===== src/rtl/wave_sweep_ctrl.sv =====
// ---------------------------------------------------------------------------
// wave_sweep_ctrl
// Sequencer for the ROM-based DDS tone generator.
//  - Divides CLK down to the sample rate and issues a one-cycle LATCH strobe
//    every CLK_DIV cycles (free-running, also in IDLE).
//  - Walks the 8-bit FREQ phase increment from START to STOP in STEP-sized
//    steps, holding each value for DWELL LATCH pulses (0 treated as 1).
//  - FREQ only changes on an edge where LATCH is high, so the tone generator
//    never sees a mid-sample change.
//
// Ports:
//   CLK        system clock, rising edge
//   RST        synchronous active-high reset
//   CFG_VALID  host offers a sweep configuration
//   CFG_READY  high only in IDLE; handshake = CFG_VALID && CFG_READY
//   CFG_START  first FREQ value
//   CFG_STOP   final FREQ value
//   CFG_STEP   FREQ step magnitude (0 = hold START forever)
//   CFG_DWELL  LATCH pulses per FREQ value (0 behaves as 1)
//   ABORT      ends the active sweep at the next LATCH-high edge, no DONE
//   LATCH      one-cycle sample strobe
//   FREQ       phase increment to the tone generator
//   BUSY       high whenever not IDLE
//   DONE       one-cycle pulse on normal sweep completion
//
// Build option: define SWEEP_LOOP_EN to restart the sweep from START after
// every completed pass (DONE pulses once per pass; only ABORT/RST end it).
// ---------------------------------------------------------------------------
module wave_sweep_ctrl #(
    parameter int CLK_DIV = 1042,
    parameter int DWELL_W = 16
) (
    input  logic               CLK,
    input  logic               RST,
    input  logic               CFG_VALID,
    output logic               CFG_READY,
    input  logic [7:0]         CFG_START,
    input  logic [7:0]         CFG_STOP,
    input  logic [7:0]         CFG_STEP,
    input  logic [DWELL_W-1:0] CFG_DWELL,
    input  logic               ABORT,
    output logic               LATCH,
    output logic [7:0]         FREQ,
    output logic               BUSY,
    output logic               DONE
);

    localparam int CNT_W = (CLK_DIV > 1) ? $clog2(CLK_DIV) : 1;
    localparam logic [CNT_W-1:0] CNT_MAX = CNT_W'(CLK_DIV - 1);

    typedef enum logic [1:0] {
        IDLE = 2'd0,
        ARM  = 2'd1,
        RUN  = 2'd2,
        LAST = 2'd3
    } state_t;

    // Unsigned 9-bit distance from the current value to the target in the
    // sweep direction; the sweep never overshoots, so this is never negative.
    function automatic logic [8:0] sweep_dist(input logic up, input logic [7:0] cur,
                                              input logic [7:0] tgt);
        logic [8:0] d;
        if (up) begin
            d = {1'b0, tgt} - {1'b0, cur};
        end else begin
            d = {1'b0, cur} - {1'b0, tgt};
        end
        return d;
    endfunction

    state_t             state_r, state_nxt;
    logic [CNT_W-1:0]   cnt_r;
    logic               latch_r;
    logic [7:0]         freq_r, freq_nxt;
    logic               done_r, done_nxt;
    logic               busy_r;
    logic               ready_r;
    logic [7:0]         start_r, stop_r, step_r;
    logic [DWELL_W-1:0] dwell_r;
    logic               up_r;
    logic [DWELL_W-1:0] dwell_cnt_r, dwell_cnt_nxt;
    logic               abort_r, abort_nxt;
    logic               cfg_take_s;
    logic               abort_pend_s;
    logic [DWELL_W-1:0] dwell_last_s;
    logic [8:0]         dist_s;

    assign LATCH     = latch_r;
    assign FREQ      = freq_r;
    assign BUSY      = busy_r;
    assign DONE      = done_r;
    assign CFG_READY = ready_r;

    // Abort request may arrive on the very LATCH edge, so include the live input.
    assign abort_pend_s = abort_r | ABORT;
    assign dwell_last_s = (dwell_r == {DWELL_W{1'b0}}) ? {DWELL_W{1'b0}}
                                                      : dwell_r - DWELL_W'(1);
    assign dist_s       = sweep_dist(up_r, freq_r, stop_r);

    // Sample-rate divider and registered LATCH strobe; runs in every state.
    always_ff @(posedge CLK) begin
        if (RST) begin
            cnt_r   <= {CNT_W{1'b0}};
            latch_r <= 1'b0;
        end else begin
            cnt_r   <= (cnt_r == CNT_MAX) ? {CNT_W{1'b0}} : cnt_r + CNT_W'(1);
            latch_r <= (cnt_r == CNT_MAX);
        end
    end

    // State register plus the registered datapath and status outputs.
    always_ff @(posedge CLK) begin
        if (RST) begin
            state_r     <= IDLE;
            freq_r      <= 8'd0;
            done_r      <= 1'b0;
            busy_r      <= 1'b0;
            ready_r     <= 1'b1;
            dwell_cnt_r <= {DWELL_W{1'b0}};
            abort_r     <= 1'b0;
        end else begin
            state_r     <= state_nxt;
            freq_r      <= freq_nxt;
            done_r      <= done_nxt;
            busy_r      <= (state_nxt != IDLE);
            ready_r     <= (state_nxt == IDLE);
            dwell_cnt_r <= dwell_cnt_nxt;
            abort_r     <= abort_nxt;
        end
    end

    // Sweep configuration captured on the host handshake.
    always_ff @(posedge CLK) begin
        if (RST) begin
            start_r <= 8'd0;
            stop_r  <= 8'd0;
            step_r  <= 8'd0;
            dwell_r <= {DWELL_W{1'b0}};
            up_r    <= 1'b0;
        end else if (cfg_take_s) begin
            start_r <= CFG_START;
            stop_r  <= CFG_STOP;
            step_r  <= CFG_STEP;
            dwell_r <= CFG_DWELL;
            up_r    <= (CFG_START <= CFG_STOP);
        end else begin
            start_r <= start_r;
            stop_r  <= stop_r;
            step_r  <= step_r;
            dwell_r <= dwell_r;
            up_r    <= up_r;
        end
    end

    // Next-state and datapath decisions; all sweep progress happens on LATCH edges.
    always_comb begin
        state_nxt     = state_r;
        freq_nxt      = freq_r;
        dwell_cnt_nxt = dwell_cnt_r;
        done_nxt      = 1'b0;
        abort_nxt     = abort_r;
        cfg_take_s    = 1'b0;

        case (state_r)
            IDLE: begin
                // ABORT has no meaning here; a simultaneous config still wins.
                abort_nxt = 1'b0;
                if (CFG_VALID) begin
                    cfg_take_s = 1'b1;
                    state_nxt  = ARM;
                end else begin
                    state_nxt  = IDLE;
                end
            end

            ARM: begin
                if (!latch_r) begin
                    abort_nxt = abort_pend_s;
                end else if (abort_pend_s) begin
                    freq_nxt      = 8'd0;
                    dwell_cnt_nxt = {DWELL_W{1'b0}};
                    abort_nxt     = 1'b0;
                    state_nxt     = IDLE;
                end else begin
                    freq_nxt      = start_r;
                    dwell_cnt_nxt = {DWELL_W{1'b0}};
                    state_nxt     = (start_r == stop_r) ? LAST : RUN;
                end
            end

            RUN, LAST: begin
                if (!latch_r) begin
                    abort_nxt = abort_pend_s;
                end else if (abort_pend_s) begin
                    freq_nxt      = 8'd0;
                    dwell_cnt_nxt = {DWELL_W{1'b0}};
                    abort_nxt     = 1'b0;
                    state_nxt     = IDLE;
                end else if (dwell_cnt_r != dwell_last_s) begin
                    dwell_cnt_nxt = dwell_cnt_r + DWELL_W'(1);
                end else begin
                    dwell_cnt_nxt = {DWELL_W{1'b0}};
                    if (state_r == RUN) begin
                        if (step_r == 8'd0) begin
                            // Single-tone mode: hold until aborted.
                            freq_nxt = freq_r;
                        end else if (dist_s <= {1'b0, step_r}) begin
                            // Land exactly on STOP instead of overshooting/wrapping.
                            freq_nxt  = stop_r;
                            state_nxt = LAST;
                        end else if (up_r) begin
                            freq_nxt = freq_r + step_r;
                        end else begin
                            freq_nxt = freq_r - step_r;
                        end
                    end else begin
                        done_nxt = 1'b1;
`ifdef SWEEP_LOOP_EN
                        freq_nxt  = start_r;
                        state_nxt = (start_r == stop_r) ? LAST : RUN;
`else
                        freq_nxt  = 8'd0;
                        state_nxt = IDLE;
`endif
                    end
                end
            end

            default: begin
                freq_nxt      = 8'd0;
                dwell_cnt_nxt = {DWELL_W{1'b0}};
                abort_nxt     = 1'b0;
                state_nxt     = IDLE;
            end
        endcase
    end

endmodule

===== config.mk =====
export PLATFORM = sky130hd
export DESIGN_NAME = wave_sweep_ctrl
export DESIGN_NICKNAME = d
export VERILOG_FILES = /design/src/rtl/wave_sweep_ctrl.sv
export SDC_FILE = /design/constraint.sdc
export NUM_CORES = 1
export LEC_CHECK = 0
export ABC_AREA = 1
export BUFFER_PORTS_ARGS = -buffer_cell sky130_fd_sc_hd__buf_2
export CORE_ASPECT_RATIO = 0.5
export CORE_MARGIN = 4
export CORE_UTILIZATION = 45
export CTS_CLUSTER_SIZE = 30
export DETAILED_ROUTE_END_ITERATION = 8
export GPL_ROUTABILITY_DRIVEN = 0
export SYNTH_ARGS = -nofsm -noshare
export SYNTH_HDL_FRONTEND = slang
export SYNTH_SLANG_ARGS = --single-unit

===== constraint.sdc =====
create_clock -name CLK -period 3.8 [get_ports CLK]
set_clock_uncertainty 0.1 [all_clocks]
set_input_delay 0.57 -clock CLK [delete_from_list [all_inputs] [get_ports CLK]]
set_output_delay 0.57 -clock CLK [all_outputs]
set_load 0.05 [all_outputs]

Word-level counts from Yosys, hierarchy flattened. Cells that the tools add are included.

Reduce and logical (&&, ||, !) cells: 12. Muxes and demuxes: 34. Bitwise operators: 3. Add/sub/neg operators: 7. Eq/ne operators: 11. $lt $le $gt $ge: 2.

Operators by type and width (number): 2-to-1 mux 16 bit (5); 2-to-1 mux 8 bit (9); case mux 16 bit (2 select lines) (1); subtractor 8 x 8 -> 9 bit (2); adder 16 x 1 -> 16 bit (second input constant) (1); logical NOT 16 bit (1); 2-to-1 mux 2 bit (8); != test 16 bit (1); case mux 8 bit (2 select lines) (1); subtractor 16 x 1 -> 16 bit (second input constant) (1); adder 11 x 1 -> 11 bit (second input constant) (1); == test 11 bit (second input constant) (1); less-or-equal comparator 9 x 8 -> 1 bit (1); 2-to-1 mux 9 bit (1); adder 8 bit (1); == test 8 bit (1); less-or-equal comparator 8 bit (1); logical NOT 8 bit (1); subtractor 8 bit (1); 2-to-1 mux 1 bit (7); case mux 2 bit (3 select lines) (1); AND reduction 5 bit (1); OR reduction 5 bit (1); == test 2 bit (second input constant) (2); other kinds (13) (18).

Input bits: 44. Output and inout bits: 12. Flip-flop bits (word level): 83.

Longest topological paths before layout. Gate-level depths: netlist of run 1.

Depth in word-level cells: 11. Gate-level depth with buffers: 26.

Worst setup path before layout of run 1. No wires, ideal clock.

Path kind: reg2reg. From: reg freq_r[1], in the netlist FREQ[1]. To: reg busy_r, in the netlist BUSY. Period minus slack after synthesis: 3.567 ns. Cell stages (with the launch flop): 26. Library setup time: 0.114 ns. Data arrival time: 3.352 ns. Setup slack: 0.233 ns. Path buffers: 0. Required time: 3.586 ns. Cells stage by stage: dfxtp_1 -> inv_1 -> fa_1 -> nor2_1 -> a211oi_1 -> nand2_1 -> nand2_1 -> o21ai_0 -> xor2_1 -> inv_1 -> ha_1 -> nand2_1 -> inv_1 -> nand2_1 -> nand2_1 -> nand2_1 -> nand2_1 -> nand2_1 -> nand2_1 -> inv_1 -> nand2_1 -> nand3_1 -> nand3_1 -> nand2_1 -> nand2_1 -> nand2_1.

Word-level cells in the longest chain between the ends: 11. Elaborated cells on any way between the ends: 12. Classes of those cells: add/sub (2); order compare (1); mux (8); reduce/logical (1).

RTL lines: start: declaration (RTL line 74) `logic [7:0] freq_r, freq_nxt;`; start signal: assignment (RTL line 123) `freq_r <= freq_nxt;`; subtractor 8 x 8 -> 9 bit (on tied branches) (RTL line 66, 64); 2-to-1 mux 9 bit * (RTL line 63) `if (up) begin`; less-or-equal comparator 9 x 8 -> 1 bit * (RTL line 207) `end else if (dist_s <= {1'b0, step_r}) begin`; 2-to-1 mux 2 bit * (RTL line 207); 2-to-1 mux 2 bit * (RTL line 204) `if (step_r == 8'd0) begin`; 2-to-1 mux 2 bit * (RTL line 203) `if (state_r == RUN) begin`; 2-to-1 mux 2 bit * (RTL line 199) `end else if (dwell_cnt_r != dwell_last_s) begin`; 2-to-1 mux 2 bit * (RTL line 194) `end else if (abort_pend_s) begin`; 2-to-1 mux 2 bit * (RTL line 192) `if (!latch_r) begin`; case mux 2 bit (3 select lines) * (RTL line 164) `case (state_r)`; nonzero test 2 bit * (RTL line 125) `busy_r <= (state_nxt != IDLE);`; end signal: assignment (RTL line 125); end: declaration (RTL line 76) `logic busy_r;`.

Every way passes the cells marked *; elsewhere a longest branch is shown, timed or not. A chain may end at the register's enable or synchronous reset.

Worst setup path after layout of run 1.
From: reg freq_r[0], in the netlist FREQ[0]. To: reg busy_r, in the netlist BUSY.

Same word-level chain as after synthesis.

==> results of run 1 <==
==> cell type report <==
cell class | instances | area, um2 | share of cell area [%]
tap | 170 | 213 | 3.26
sequential | 83 | 1660 | 25.5
clock inverter | 6 | 46.3 | 0.709
timing repair buffer | 60 | 313 | 4.79
clock buffer | 10 | 229 | 3.51
inverter | 118 | 443 | 6.79
multi-input combinational | 662 | 3620 | 55.5
==> registers in the layout, indices dropped and copies added (netlist names), 2 cells and up <==
name,flops
dwell_r,16
stop_r,8
cnt_r,11
start_r,8
state_r,2
FREQ,8
step_r,8
dwell_cnt_r,16
==> metal layers <==
metal  wire [um]  up-vias
met5           0        -
met4         263        0
met3         665       21
met2        6940      116
met1        7960     2604
li1            -     2983
==> cell usage after synthesis, types with 7 or more instances <==
cell type,n
nand2_1,189
inv_1,117
nor2_1,114
dfxtp_1,83
o21ai_0,68
a21oi_1,64
nand3_1,57
ha_1,44
xor2_1,28
nand4_1,22
clkbuf_1,18
nor2_2,14
nor3_1,14
xnor2_1,7
==> timing repair <==
item / 4_1_cts / 5_1_grt
setup endpoints to repair: 0 / 11
resized for setup: 0 / 7
hold buffers: 0 / 0
setup buffers: 0 / 0
==> worst min path at each step <==
| stage | startpoint | end | slack [ns] | cells after the start |
|---|---|---|---|---|
| final | cnt_r[0] | cnt_r[0] | 0.37 | 1 |
| after CTS | cnt_r[0] | cnt_r[0] | 0.37 | 1 |
| after detailed placement | cnt_r[0] | cnt_r[0] | 0.36 | 1 |
| after floorplan | cnt_r[0] | cnt_r[0] | 0.33 | 1 |
| after global routing | cnt_r[0] | cnt_r[0] | 0.39 | 1 |
| after global placement | cnt_r[0] | cnt_r[0] | 0.35 | 1 |
==> cells by family after synthesis <==
kind of cell / after synthesis / synth area share [%]
AO/OA/AOI/OAI: 149 / 13.7
XOR/XNOR: 35 / 5.26
AND/OR/NAND/NOR: 430 / 32.3
buffers and inverters: 142 / 9.63
flip-flops: 83 / 28.5
multiplexers: 1 / 0.172
adder cells (fa/ha/maj): 47 / 10.5
==> power by group through the flow <==
stage / registers (mW) / logic (mW) / clock network [mW]
after global placement: 1.00 / 0.867 / 0
after CTS: 0.985 / 0.885 / 0.860
after detailed placement: 1.01 / 0.881 / 0
after floorplan: 0.996 / 0.666 / 0
after global routing: 0.993 / 1.02 / 0.895
final: 0.985 / 0.901 / 0.843
==> metrics.md, run 1 <==
| Metric | Value |
|---|---|
| Clk pwr share | `30.9%` |
| Initial antenna violation count | `0` |
| DRT iter0 DRCs | `352` |
| Post-Syn Area per Cell | `6.57 um2` |
| Reg2reg start | `FREQ[0]` |
| PD cells | `418 nW/um2` |
| Routed vias/inst | `5.16` |
| Full die area | `15000 um2` |
| Die width | `169 um` |
| Crit end category | `register` |
| RR Endpoint | `BUSY` |
| Final worst path period share | `90.8%` |
| Port-buffer cells | `55` |
| Setup crit start | `FREQ[0]` |
| Max Clk Rate | `290 MHz` |
| Synth Warn # | `0` |
| Final Hold Fails | `0` |
| Met2 usage | `34.1%` |
| Routed wire length | `15800 um` |
| GR Util met3 | `3.75%` |
| Run status | `completed` |
| Switching share of power | `37.8%` |
| Die height | `88.5 um` |
| Startpoint Class | `register` |
| Via count | `5724` |
| Total grt overflow | `0` |
| Slew @ Worst Pin | `0.662 ns` |
| WP data required | `3.94 ns` |
| CP most frequent cell | `nand2_1` |
| Yosys cell types | `44` |
| GRT Max-Usage Layer | `met2` |
| Mapped Area | `5830 um2` |
| CTS Root Cell | `clkbuf_16` |
| Worst reg-to-reg path cell count | `26` |
| Crit-path max FO | `10` |
| Comb power frac | `33.0%` |
| Placed cell count | `1093` |
| Reg clk slew, reported paths | `0.07 ns` |
| RSZ-0062 raised after global routing | `no` |
| Antenna viol nets, final | `0` |
| Synth top area share | `28.5%` |
| Fraction of final layout cells sized beyond drive strength 1 | `11.2%` |
| Register share of total power | `36.1%` |
| Peak VDD IR | `225 uV` |
| Kind of critical path | `reg2reg` |
| CP max stage cell | `dfxtp_1` |
| Non-filler cells, final | `1109` |
| Hold WC Path Type | `reg2reg` |
| First-pass GRT wire length | `25300 um` |
| Post-synth EDFFs | `0` |
| Buf+Inv Stages, Crit Path | `4` |
| Post-DP Area | `6240 um2` |
| # diodes | `0` |
| CP arrival | `3.59 ns` |
| Initial core utilization | `46.1%` |
| Vias in the first global route | `5170` |
| Area grow syn2layout | `11.9%` |
| Pre-CTS setup slack | `0.0668 ns` |
| M1 GR Usage | `29.6%` |
| Top_reg_cell synth | `dfxtp_1` |
| Syn Nets | `978` |
| Std-Cell Rows | `29` |
| Lkg Pwr | `3.08 nW` |
| WL per Instance | `14.3 um` |
| Most frequent cells in the layout | `186 x nand2_1, 116 x inv_1, 114 x nor2_1, 82 x dfxtp_1, 66 x o21ai_0` |
| Yosys reg bits | `83` |
| TritonCTS clock tree | `yes` |
| CTS Buf Count | `9` |
| Most common library cell in the layout ignoring fill and taps | `nand2_1` |
| Total power draw | `2.73 mW` |
| Post-synth ARST share | `0%` |
| R2R Setup Slk | `0.35 ns` |
| Mapped Cells | `887` |
| WHS | `0.371 ns` |
| Io pins | `56` |
| H-tree levels | `3` |
| Final nets | `1025` |
| Clock Latency Late Sink | `0.34 ns` |
| Psw | `1.03 mW` |
| Worst setup margin | `0.351 ns` |
| Core area | `12700 um2` |
| Largest net degree at the start of global routing | `56` |
| Post-detail-place hpwl | `12400 um` |
| Max Cap Viol | `0` |
| Final setup vio count | `0` |
| Number of fill cells | `1301` |
| Final Instance Area | `6530 um2` |
| Pre-antenna DRT Iters | `5` |
| Max clock buf depth | `2` |
| Fin. max-slew vios | `0` |
| Setup TNS | `0 ns` |
| Clock Sinks | `83` |
| GRT Total Usage | `21.1%` |
| Int Pwr | `1.70 mW` |
| DRC violations left | `0` |
| Min Clock Period, post-route | `3.45 ns` |
| Post-synthesis sequential area ratio | `28.5%` |
| Slew headroom | `55.7%` |
| CP top delay family | `simple AND/OR/NAND/NOR gates` |
| Fin util | `51.5%` |
| Top cells by area, synth | `dfxtp_1 28%, nand2_1 12%, ha_1 9.4%` |
| Worst setup path end | `BUSY` |
| Total stage count of the critical path | `26` |
| CP max stage delay | `0.38 ns` |
| Cell taking the most area after synthesis | `dfxtp_1` |
Note: power is estimated with default switching activity, not from simulation.
==> inputs of run 2 (changes only) <==
Settings changed: ABC_AREA 1 to 0, SKIP_LAST_GASP set to 1.
Clock period 3.8 ns to 3.2 ns, I/O delays scaled along.
==> metrics.md, run 2 <==
| Metric | Value |
|---|---|
| Reg clk slew, reported paths | `0.07 ns (about the same)` |
| Psw | `1.15 mW (+11%)` |
| Initial antenna violation count | `0 (unchanged)` |
| Peak VDD IR | `282 uV (+25%)` |
| Startpoint Class | `register` |
| Max clock buf depth | `2 (unchanged)` |
| Placed cell count | `1003 (-8.2%)` |
| Run status | `finished with violations` |
| Final Instance Area | `7550 um2 (+16%)` |
| Most frequent cells in the layout | `101 x nand2_1, 93 x buf_4, 77 x dfxtp_1, 75 x a21oi_1, 55 x buf_2` |
| Antenna viol nets, final | `0 (unchanged)` |
| Crit-path max FO | `5 (-5)` |
| Cell taking the most area after synthesis | `dfxtp_1` |
| Clock Latency Late Sink | `0.35 ns (about the same)` |
| Fraction of final layout cells sized beyond drive strength 1 | `28.2% (+17 points)` |
| Crit end category | `register` |
| Largest net degree at the start of global routing | `41 (-27%)` |
| # diodes | `0 (unchanged)` |
| Area grow syn2layout | `30.4%` |
| Register share of total power | `33.4% (-2.7 points)` |
| Met2 usage | `38.6% (+4.5 points)` |
| CTS Buf Count | `9 (unchanged)` |
| Io pins | `56 (unchanged)` |
| Worst hold path startpoint | `CFG_STEP[2]` |
| First-pass GRT wire length | `27100 um (+7.2%)` |
| WP data required | `3.33 ns (-0.61 ns)` |
| Lkg Pwr | `3.11 nW (+1.3%)` |
| Reg2reg start | `FREQ[1]` |
| Commonest cells post-synth | `101 x nand2_1, 83 x dfxtp_1, 79 x a21oi_1` |
| Total grt overflow | `0 (unchanged)` |
| Top_reg_cell synth | `dfxtp_1` |
| Int Pwr | `2.20 mW (+29%)` |
| Hold path depth | `3 (+2)` |
| Vias in the first global route | `5420 (+4.8%)` |
| Mapped Area | `5790 um2 (-0.69%)` |
| CP Cell Sequence | `inv_4 -> ha_4 -> nor2b_4 -> o21a_1 -> o31ai_2 -> nor2_1 -> nor2_2 -> o21ai_2 -> a221oi_2 -> xnor2_1 -> ha_2 -> nor4_2 -> o21ai_1 -> a21oi_2 -> nor3_4 -> a211oi_4 -> buf_4 -> buf_12 -> nand3_2 -> o31ai_4 -> a21oi_2 -> a311oi_1` |
| Total stage count of the critical path | `22 (-15%)` |
| Final nets | `956 (-6.7%)` |
| DRC violations left | `0 (unchanged)` |
| Final Hold Fails | `0 (unchanged)` |
| Kind of critical path | `reg2reg` |
| Worst setup margin | `-0.674 ns (-1.02 ns)` |
| R2R Setup Slk | `-0.67 ns (-1.02 ns)` |
| CP most frequent cell | `a21oi_2` |
| CP arrival | `4.01 ns (+0.42 ns)` |
| Synth top area share | `28.7% (+0.20 points)` |
| Std-Cell Rows | `28 (-3.4%)` |
| Post-synth EDFFs | `0 (unchanged)` |
| RR Endpoint | `FREQ[4]` |
| RSZ-0062 raised after global routing | `yes` |
| CP max stage cell | `dfxtp_4` |
| Yosys cell types | `71 (+61%)` |
| Switching share of power | `34.3% (-3.5 points)` |
| Max Cap Viol | `0 (unchanged)` |
| Core area | `12200 um2 (-3.7%)` |
| Non-filler cells, final | `1035 (-6.7%)` |
| Initial core utilization | `47.5% (+1.5 points)` |
| Post-detail-place hpwl | `12800 um (+3.1%)` |
| GRT Total Usage | `22.7% (+1.6 points)` |
| Slew headroom | `42.7% (-13 points)` |
| Synth Warn # | `0 (unchanged)` |
| Die height | `88.2 um (-0.31%)` |
| Post-Syn Area per Cell | `7.84 um2 (+19%)` |
| Buf+Inv Stages, Crit Path | `3 (-1)` |
| Fin. max-slew vios | `0 (unchanged)` |
| Clock Sinks | `83 (unchanged)` |
| Yosys reg bits | `83 (unchanged)` |
| Count leader, synth | `nand2_1` |
| Min Clock Period, post-route | `3.87 ns (+0.425 ns)` |
| Routed vias/inst | `5.46 (+5.9%)` |
| Slew @ Worst Pin | `0.837 ns (+0.176 ns)` |
| Fin util | `61.9% (+10 points)` |
| Hold WC Path Type | `in2reg` |
| Worst Hold End | `step_r[2]` |
| WL per Instance | `16.5 um (+16%)` |
| Pre-CTS setup slack | `-0.680 ns (-0.746 ns)` |
| Largest regs | `dwell_cnt_r x16, dwell_r x16, cnt_r x11` |
| GR Util met3 | `3.88% (+0.13 points)` |
| CP max stage delay | `0.37 ns (about the same)` |
| TritonCTS clock tree | `yes` |
| Routed wire length | `17100 um (+8.1%)` |
| GRT Max-Usage Layer | `met2` |
| Clk pwr share | `31.3% (+0.4 points)` |
| Violated checks | `negative setup slack` |
| Post-synthesis sequential area ratio | `28.7% (+0.20 points)` |
| Die width | `168 um (-0.33%)` |
| DRT iter0 DRCs | `351 (-0.28%)` |
| Final worst path period share | `121% (+30 points)` |
| CTS Root Cell | `clkbuf_16` |
| Port-buffer cells | `55 (unchanged)` |
| Full die area | `14900 um2 (-0.64%)` |
| Top cells by area, synth | `dfxtp_1 29%, ha_1 9.5%, a21oi_1 6.8%` |
| H-tree levels | `3 (unchanged)` |
| Mapped Cells | `739 (-17%)` |
| CP top delay family | `compound AO/OA/AOI/OAI gates` |
| Via count | `5655 (-1.2%)` |
| PD cells | `443 nW/um2 (+5.9%)` |
| Max Clk Rate | `258 MHz (-11%)` |
| Syn Nets | `830 (-15%)` |
| Worst reg-to-reg path cell count | `22 (-15%)` |
| M1 GR Usage | `30.2% (+0.60 points)` |
| Final setup vio count | `26 (+26)` |
| Post-synth ARST share | `0% (unchanged)` |
| Most common library cell in the layout ignoring fill and taps | `nand2_1` |
| Comb power frac | `35.3% (+2.3 points)` |
| Post-DP Area | `6810 um2 (+9.2%)` |
| Pre-antenna DRT Iters | `5 (unchanged)` |
## run 2: changes by cell type after synthesis, moves of 9 or more
cell and change:
nor2_2 -14, nor2b_1 +11, nor2_1 -57, inv_1 -68, o21ai_0 -53, clkbuf_1 +13
and3_1 +9, xnor2_1 +24, nand3_1 -30, a21oi_1 +15, nand2_1 -88, nor4_1 +9
## run 2: layer usage
metal	vias up	share of wire (%)
met1	2666	48
met2	109	47
met4	0	1.8
met5	-	0
li1	2856	-
met3	24	3.1
## run 2: power by group through the flow
stage / combinational [mW] / sequential, mW / clock (mW)
floorplan: 0.613 / 1.14 / 0
global placement: 0.926 / 1.14 / 0
detailed placement: 0.936 / 1.14 / 0
CTS: 1.02 / 1.12 / 1.06
global route: 1.27 / 1.12 / 1.11
finish: 1.18 / 1.12 / 1.05
## run 2: cells by family (layout without fill, tap and decap cells)
group / count (synthesis) / count (layout) / synth area share [%]
adders and majority gates: 47 / 47 / 10.5
buffers and inverters: 90 / 221 / 6.44
muxes: 7 / 7 / 1.23
and+or+nand+nor: 291 / 291 / 25.2
xor gates and xnor gates: 56 / 56 / 8.71
AOI/OAI and AO/OA: 165 / 165 / 19.2
DFF: 83 / 83 / 28.7
## run 2: what timing repair did
| item | 4_1_cts | 5_1_grt |
|---|---|---|
| pin swaps | 17 | 48 |
| hold buffers | 0 | 0 |
| resized for setup | 11 | 55 |
| cloned | 1 | 2 |
| setup buffers | 7 | 10 |
| endpoints found under the setup margin | 27 | 27 |
## run 2: area by class of cell
class | instances | area (um2)
clock inverter | 7 | 66.3
sequential | 83 | 1670
fill | 1089 | 4640
timing repair buffer | 156 | 1130
tap | 165 | 206
inverter | 49 | 186
multi-input combinational | 566 | 4060
clock buffer | 9 | 225
## run 2: metrics by stage
step	total power, mW	setup TNS [ns]	hold WS (ns)
floorplan	1.75	-7.19	0.333
finish	3.34	-7.14	0.263
detailed placement	2.07	-6.84	0.364
global placement	2.06	-5.72	0.354
CTS	3.19	-6.00	0.255
global route	3.51	-12.46	0.266
## run 2: tightest hold or removal path: stages
cell and delay (ns):
buf_2 0.10, nand2_1 0.04, a21oi_1 0.05
## run 2: how the worst max path moves through the flow
stage              start         to
2_1_floorplan    FREQ[1]    FREQ[5]
3_3_place_gp   stop_r[1]  CFG_READY
3_5_place_dp   stop_r[1]  CFG_READY
4_1_cts          FREQ[1]    FREQ[2]
5_1_grt          FREQ[1]    FREQ[4]
6_report         FREQ[1]    FREQ[4]
